File: src/rtl/cic_comp_fir_if.sv
// Sample, coefficient and status bundle between the CIC decimator side and the compensation FIR.
// The master drives samples, coefficient writes and clr_ovr; the slave returns results and status.
interface cic_comp_fir_if #(
  parameter int DW    = 16,
  parameter int CW    = 16,
  parameter int OW    = 16,
  parameter int NTAPS = 16
);
  logic                     in_valid;
  logic [DW-1:0]            in_data;
  logic                     coef_we;
  logic [$clog2(NTAPS)-1:0] coef_addr;
  logic [CW-1:0]            coef_data;
  logic                     clr_ovr;
  logic                     out_valid;
  logic [OW-1:0]            out_data;
  logic                     busy;
  logic                     ovr;

  modport master (
    output in_valid, in_data, coef_we, coef_addr, coef_data, clr_ovr,
    input  out_valid, out_data, busy, ovr
  );

  modport slave (
    input  in_valid, in_data, coef_we, coef_addr, coef_data, clr_ovr,
    output out_valid, out_data, busy, ovr
  );
endinterface

File: src/rtl/cic_comp_fir.sv
// Decimating CIC droop-compensation FIR, one shared multiplier, out_valid NTAPS+1 edges after trigger.
// Inputs are never stalled; a trigger arriving while busy is dropped and flagged on sticky ovr.
module cic_comp_fir #(
  parameter int DW    = 16,
  parameter int CW    = 16,
  parameter int OW    = 16,
  parameter int NTAPS = 16,
  parameter int DECIM = 2,
  parameter int BUF   = 32
) (
  input  logic          CLK,
  input  logic          RST,
  cic_comp_fir_if.slave io
);
  localparam int PW  = $clog2(BUF);
  localparam int KW  = $clog2(NTAPS);
  localparam int AW  = DW + CW + KW;
  localparam int PHW = (DECIM > 1) ? $clog2(DECIM) : 1;
  localparam logic [NTAPS*CW-1:0] H_RST = (NTAPS*CW)'({1'b0, {(CW-1){1'b1}}});
  localparam logic signed [AW-1:0] OMAX  = (AW'(1) <<< (OW-1)) - AW'(1);
  localparam logic signed [AW-1:0] OMIN  = -(AW'(1) <<< (OW-1));
  localparam logic signed [AW-1:0] RHALF = AW'(1) <<< (CW-2);

  typedef enum logic [1:0] {IDLE, MAC, ROUND} state_t;

  state_t                     state_q, state_d;
  logic [PW-1:0]              wr_ptr_q, wr_ptr_d;
  logic [PHW-1:0]             phase_q, phase_d;
  logic [PW-1:0]              base_q, base_d;
  logic [KW-1:0]              k_q, k_d;
  logic signed [AW-1:0]       acc_q, acc_d;
  logic                       out_valid_q, out_valid_d;
  logic [OW-1:0]              out_data_q, out_data_d;
  logic                       ovr_q, ovr_d;
  logic [BUF-1:0][DW-1:0]     buf_q, buf_d;
  logic [NTAPS-1:0][CW-1:0]   h_q, h_d;

  logic                       busy;
  logic                       trig;
  logic [PW-1:0]              rd_idx;
  logic signed [DW+CW-1:0]    prod;
  logic signed [AW-1:0]       rnd_sum;
  logic signed [AW-1:0]       rnd_shr;
  logic [OW-1:0]              sat;

  assign busy    = (state_q != IDLE);
  assign trig    = io.in_valid && (phase_q == PHW'(DECIM-1));
  // base is the newest sample; older taps walk backwards through the ring
  assign rd_idx  = base_q - PW'(k_q);
  assign prod    = $signed(buf_q[rd_idx]) * $signed(h_q[k_q]);
  assign rnd_sum = acc_q + RHALF;
  assign rnd_shr = rnd_sum >>> (CW-1);
  assign sat     = (rnd_shr > OMAX) ? OMAX[OW-1:0] :
                   (rnd_shr < OMIN) ? OMIN[OW-1:0] : rnd_shr[OW-1:0];

  always_comb begin
    state_d     = state_q;
    wr_ptr_d    = wr_ptr_q;
    phase_d     = phase_q;
    base_d      = base_q;
    k_d         = k_q;
    acc_d       = acc_q;
    out_valid_d = 1'b0;
    out_data_d  = out_data_q;
    ovr_d       = io.clr_ovr ? 1'b0 : ovr_q;
    buf_d       = buf_q;
    h_d         = h_q;

    if (io.in_valid) begin
      buf_d[wr_ptr_q] = io.in_data;
      wr_ptr_d        = wr_ptr_q + PW'(1);
      phase_d         = (phase_q == PHW'(DECIM-1)) ? '0 : phase_q + PHW'(1);
    end

    // coefficient writes only land while idle, so a running MAC sees a stable set
    if (io.coef_we && !busy) begin
      h_d[io.coef_addr] = io.coef_data;
    end

    case (state_q)
      IDLE: begin
        if (trig) begin
          base_d  = wr_ptr_q;
          acc_d   = '0;
          k_d     = '0;
          state_d = MAC;
        end
      end
      MAC: begin
        acc_d = acc_q + {{KW{prod[DW+CW-1]}}, prod};
        k_d   = k_q + KW'(1);
        if (k_q == KW'(NTAPS-1)) begin
          state_d = ROUND;
        end
      end
      ROUND: begin
        out_data_d  = sat;
        out_valid_d = 1'b1;
        state_d     = IDLE;
      end
      default: state_d = IDLE;
    endcase

    if (trig && busy) begin
      ovr_d = 1'b1;
    end
  end

  always_ff @(posedge CLK or posedge RST) begin
    if (RST) begin
      state_q     <= IDLE;
      wr_ptr_q    <= '0;
      phase_q     <= '0;
      base_q      <= '0;
      k_q         <= '0;
      acc_q       <= '0;
      out_valid_q <= 1'b0;
      out_data_q  <= '0;
      ovr_q       <= 1'b0;
      buf_q       <= '0;
      h_q         <= H_RST;
    end else begin
      state_q     <= state_d;
      wr_ptr_q    <= wr_ptr_d;
      phase_q     <= phase_d;
      base_q      <= base_d;
      k_q         <= k_d;
      acc_q       <= acc_d;
      out_valid_q <= out_valid_d;
      out_data_q  <= out_data_d;
      ovr_q       <= ovr_d;
      buf_q       <= buf_d;
      h_q         <= h_d;
    end
  end

  assign io.out_valid = out_valid_q;
  assign io.out_data  = out_data_q;
  assign io.busy      = busy;
  assign io.ovr       = ovr_q;
endmodule

File: src/flat_wrapper.sv
// flat-port wrapper written by rule: the top's interface ports become plain ports
module cic_comp_fir_flat 
#(
  parameter int DW    = 16,
  parameter int CW    = 16,
  parameter int OW    = 16,
  parameter int NTAPS = 16,
  parameter int DECIM = 2,
  parameter int BUF   = 32
)
  (CLK, RST, io_in_valid, io_in_data, io_coef_we, io_coef_addr, io_coef_data, io_clr_ovr, io_out_valid, io_out_data, io_busy, io_ovr);
  cic_comp_fir_if #(.DW(DW), .CW(CW), .OW(OW), .NTAPS(NTAPS)) io_i ();
  input  logic CLK;
  input  logic RST;
  input wire logic [$bits(io_i.in_valid)-1:0] io_in_valid;
  input wire logic [$bits(io_i.in_data)-1:0] io_in_data;
  input wire logic [$bits(io_i.coef_we)-1:0] io_coef_we;
  input wire logic [$bits(io_i.coef_addr)-1:0] io_coef_addr;
  input wire logic [$bits(io_i.coef_data)-1:0] io_coef_data;
  input wire logic [$bits(io_i.clr_ovr)-1:0] io_clr_ovr;
  output wire logic [$bits(io_i.out_valid)-1:0] io_out_valid;
  output wire logic [$bits(io_i.out_data)-1:0] io_out_data;
  output wire logic [$bits(io_i.busy)-1:0] io_busy;
  output wire logic [$bits(io_i.ovr)-1:0] io_ovr;
  assign io_i.in_valid = io_in_valid;
  assign io_i.in_data = io_in_data;
  assign io_i.coef_we = io_coef_we;
  assign io_i.coef_addr = io_coef_addr;
  assign io_i.coef_data = io_coef_data;
  assign io_i.clr_ovr = io_clr_ovr;
  assign io_out_valid = io_i.out_valid;
  assign io_out_data = io_i.out_data;
  assign io_busy = io_i.busy;
  assign io_ovr = io_i.ovr;
  cic_comp_fir #(.DW(DW), .CW(CW), .OW(OW), .NTAPS(NTAPS), .DECIM(DECIM), .BUF(BUF)) u_core (.CLK(CLK), .RST(RST), .io(io_i));
endmodule
File: config.mk
export PLATFORM = sky130hd
export DESIGN_NAME = cic_comp_fir_flat
export DESIGN_NICKNAME = d
export VERILOG_FILES = /design/src/rtl/cic_comp_fir_if.sv /design/src/rtl/cic_comp_fir.sv /design/src/flat_wrapper.sv
export SDC_FILE = /design/constraint.sdc
export NUM_CORES = 2
export LEC_CHECK = 0
export CORE_UTILIZATION = 30
export DETAILED_ROUTE_END_ITERATION = 6
export GPL_ROUTABILITY_DRIVEN = 0
export GPL_TIMING_DRIVEN = 0
export SYNTH_ARGS = -nofsm -noshare
export SYNTH_HDL_FRONTEND = slang
export SYNTH_SLANG_ARGS = --single-unit
File: constraint.sdc
create_clock -name CLK -period 79.3 [get_ports CLK]
set_input_delay 7.93 -clock CLK [delete_from_list [all_inputs] [get_ports CLK]]
set_output_delay 7.93 -clock CLK [all_outputs]
set_load 0.02 [all_outputs]
==> reports/metrics.yaml <==
sta:
  drv_slew: 2
  fin_skew_ps: 70.7
  timing.final.ws_setup_ps: 64550
  clock.fmax_mhz: 67.8
  fin_crit_sh: 0.186
  hold_violations: 0
  max_slew_margin: -0.00212
  grt_setup_unrepaired: "false"
  tns_ps: 0
  setup_viol: 0
  worst_slew_pin_slew_ps: 1490
  fin_crit_ps: 14750
cells_and_area:
  drive_gt1_frac: 0.310
  final_cells: 6166
  area_growth_pct: 13.7
  fin_nets: 4345
  final_core_util: 0.344
  fill_cells: 15800
hold_path:
  min_path_type: "flip-flop to flip-flop"
  whs_path_depth: 2
  holdCritStartpoint: "u_core.base_q[2]"
  holdPathEnd: "u_core.base_q[2]"
yosys:
  ys_seq_area_frac: 0.425
  synth_top_flop_cell: "dfrtp_1"
  synthCells: 3754
  synth_top_cell_by_area: "dfrtp_1"
  synth_top_cells_by_count: "dfrtp_1 (824), mux2_2 (777), inv_1 (338), fa_1 (265), mux4_2 (231)"
  syn_nets: 4186
  async_reset_ff_frac: 1.00
  synthDistinctLibCells: 65
  yosys.area.top_type_share: 0.417
  syn_avg_cell_area_um2: 13.2
  synthesis.area_um2: 49400
  synth_seq_cells: 839
  yosysMostFrequentCell: "dfrtp_1"
  ys_warn_count: 0
  synth_area_leaders: "dfrtp_1 (42%), mux2_2 (18%), fa_1 (11%), mux4_2 (11%), ha_1 (3.2%)"
  synth-edff-count: 0
global_route:
  grt_pass1_wl_um: 203000
  groute.usage.overall: 0.160
  grt_remaining_overflow: 0
  grt_pass1_vias: 31900
  antenna_found_initial: 12
  grt_max_degree: 131
status:
  status: "finished with violations"
  violations: "max-capacitance violations, max-slew violations"
clock_tree:
  cts_resized: 0
  path_clk_slew_ps: 60
  post-cts-setup-buffers: 0
  cts_hold_buf: 0
  tritoncts: "yes"
  clock_tree.root_cell: "clkbuf_16"
  h-tree-depth: 3
  cts_buffers: 89
  cts_buffer_depth: 3
  clkLatencyLatePin_ps: 740
  clkSinkCount: 839
run:
  max-cap-violations: 3
critical_path:
  regToRegSetupSlack_ps: 64550
  reg2reg_from: "u_core.k_q[2]"
  worst-path-max-fanout: 10
  startpoint_type: "flip-flop"
  slowest_stage: "xnor2_1"
  critPathKind: "flip-flop to flip-flop"
  critical-path-max-stage-delay_ps: 1170
  reg2reg_to: "u_core.acc_q[35]"
  rr_worst_depth: 42
  crit_arrival_ps: 15370
  end_kind: "flip-flop"
  worstPathRequired_ps: 79920
  worst_path_most_repeated_cell: "fa_1"
  cp-startpoint: "u_core.k_q[2]"
placed_design:
  numPortBuffers: 56
  place_inst: 5995
  dp_hpwl_um: 94800
  dp_slack_ps: 64680
floorplan:
  num_rows: 148
  start_util: 0.303
  fp.dieArea_um2: 166000
  io_pins: 60
  die_w_um: 408
  die_y_um: 408
  core_area_um2: 163000
routing:
  drc: 0
  vias: 30400
  antenna_left: 0
  routed_wl_um: 132000
  first_pass_iters: 5
  post_drt_wl_per_cell_um: 21.3
  drtIter0Drc: 1883
  viasPerCell: 4.94
-- sequential cells by signal (all words and copies together) (netlist names) --
register and flops:
u_core.io.out_valid 1, u_core.base_q 5, u_core.h_q 256, u_core.phase_q 1, u_core.k_q 4, u_core.buf_q 512, u_core.io.out_data 16, u_core.io.ovr 1
u_core.acc_q 36, u_core.wr_ptr_q 5, u_core.state_q 2
-- metal layers --
layer  vias up  share of wire  GRT usage
met5         -        0.00053          0
met4        12          0.026     0.0469
met3       203          0.053     0.0304
met2       685           0.47      0.257
met1     16200           0.45      0.220
li1      13400              -          -
-- area by class of cell --
| type | count | area [um2] | share of cell area |
|---|---|---|---|
| diodes | 3 | 7.51 | 0.000134 |
| plain buffers | 231 | 895 | 0.0159 |
| clock buffers | 132 | 2640 | 0.0470 |
| clock inverters | 34 | 573 | 0.0102 |
| inverters | 340 | 1280 | 0.0229 |
| multi-input cells | 2344 | 26200 | 0.467 |
| flip-flops and latches | 839 | 21000 | 0.374 |
| well taps | 2175 | 2720 | 0.0484 |
| repair buffers | 68 | 806 | 0.0143 |
-- per-stage QoR --
stage / area [um2] / hold slack, ps
2_1_floorplan: 49400 / 450
5_1_grt: 56200 / 508
3_5_place_dp: 52900 / 475
6_report: 56200 / 483
4_1_cts: 56100 / 490
3_3_place_gp: 52700 / 471
-- kinds of logic after synthesis --
group	Yosys count	synth area share
AO/OA/AOI/OAI	258	0.0344
XOR/XNOR	89	0.0158
adder cells (fa/ha/maj)	391	0.139
buffers and inverters	571	0.0439
flip-flops	839	0.425
multiplexers	1015	0.284
AND/OR/NAND/NOR	591	0.0575
-- how the worst max path moves through the flow --
stage               cells past startpoint          endpoint  slack, ps
floorplan                               1   u_core.acc_q[0]      47820
global placement                        2   u_core.h_q[103]      37720
detailed placement                     42  u_core.acc_q[35]      64680
CTS                                    42  u_core.acc_q[35]      64650
global route                           42  u_core.acc_q[35]      63990
finish                                 42  u_core.acc_q[35]      64550
-- critical path, delay by kind of cell (launching register included) --
kind	cells	cell delay, ps
XOR/XNOR	3	1450
flip-flops	1	350
AND/OR/NAND/NOR	7	1190
adder cells (fa/ha/maj)	9	4200
AO/OA/AOI/OAI	10	2290
buffers and inverters	10	3490
multiplexers	3	1660
-- placed cells by master (no fill, tap or decap), drive strengths merged, types with 32 or more instances in the layout --
| cell type | instances |
|---|---|
| mux2 | 777 |
| buf | 52 |
| o21ai | 79 |
| xnor2 | 57 |
| clkdlybuf4s50 | 56 |
| nand3 | 71 |
| dfrtp | 824 |
| xor2 | 32 |
| mux4 | 231 |
| inv | 343 |
| fa | 265 |
| clkbuf | 323 |
| nand2b | 47 |
| a21oi | 44 |
| ha | 126 |
| nor2 | 137 |
| nand2 | 170 |
| nor2b | 79 |
Power is not shown: default switching activity piles up to over one toggle a cycle in this logic, so the estimate is an artifact.
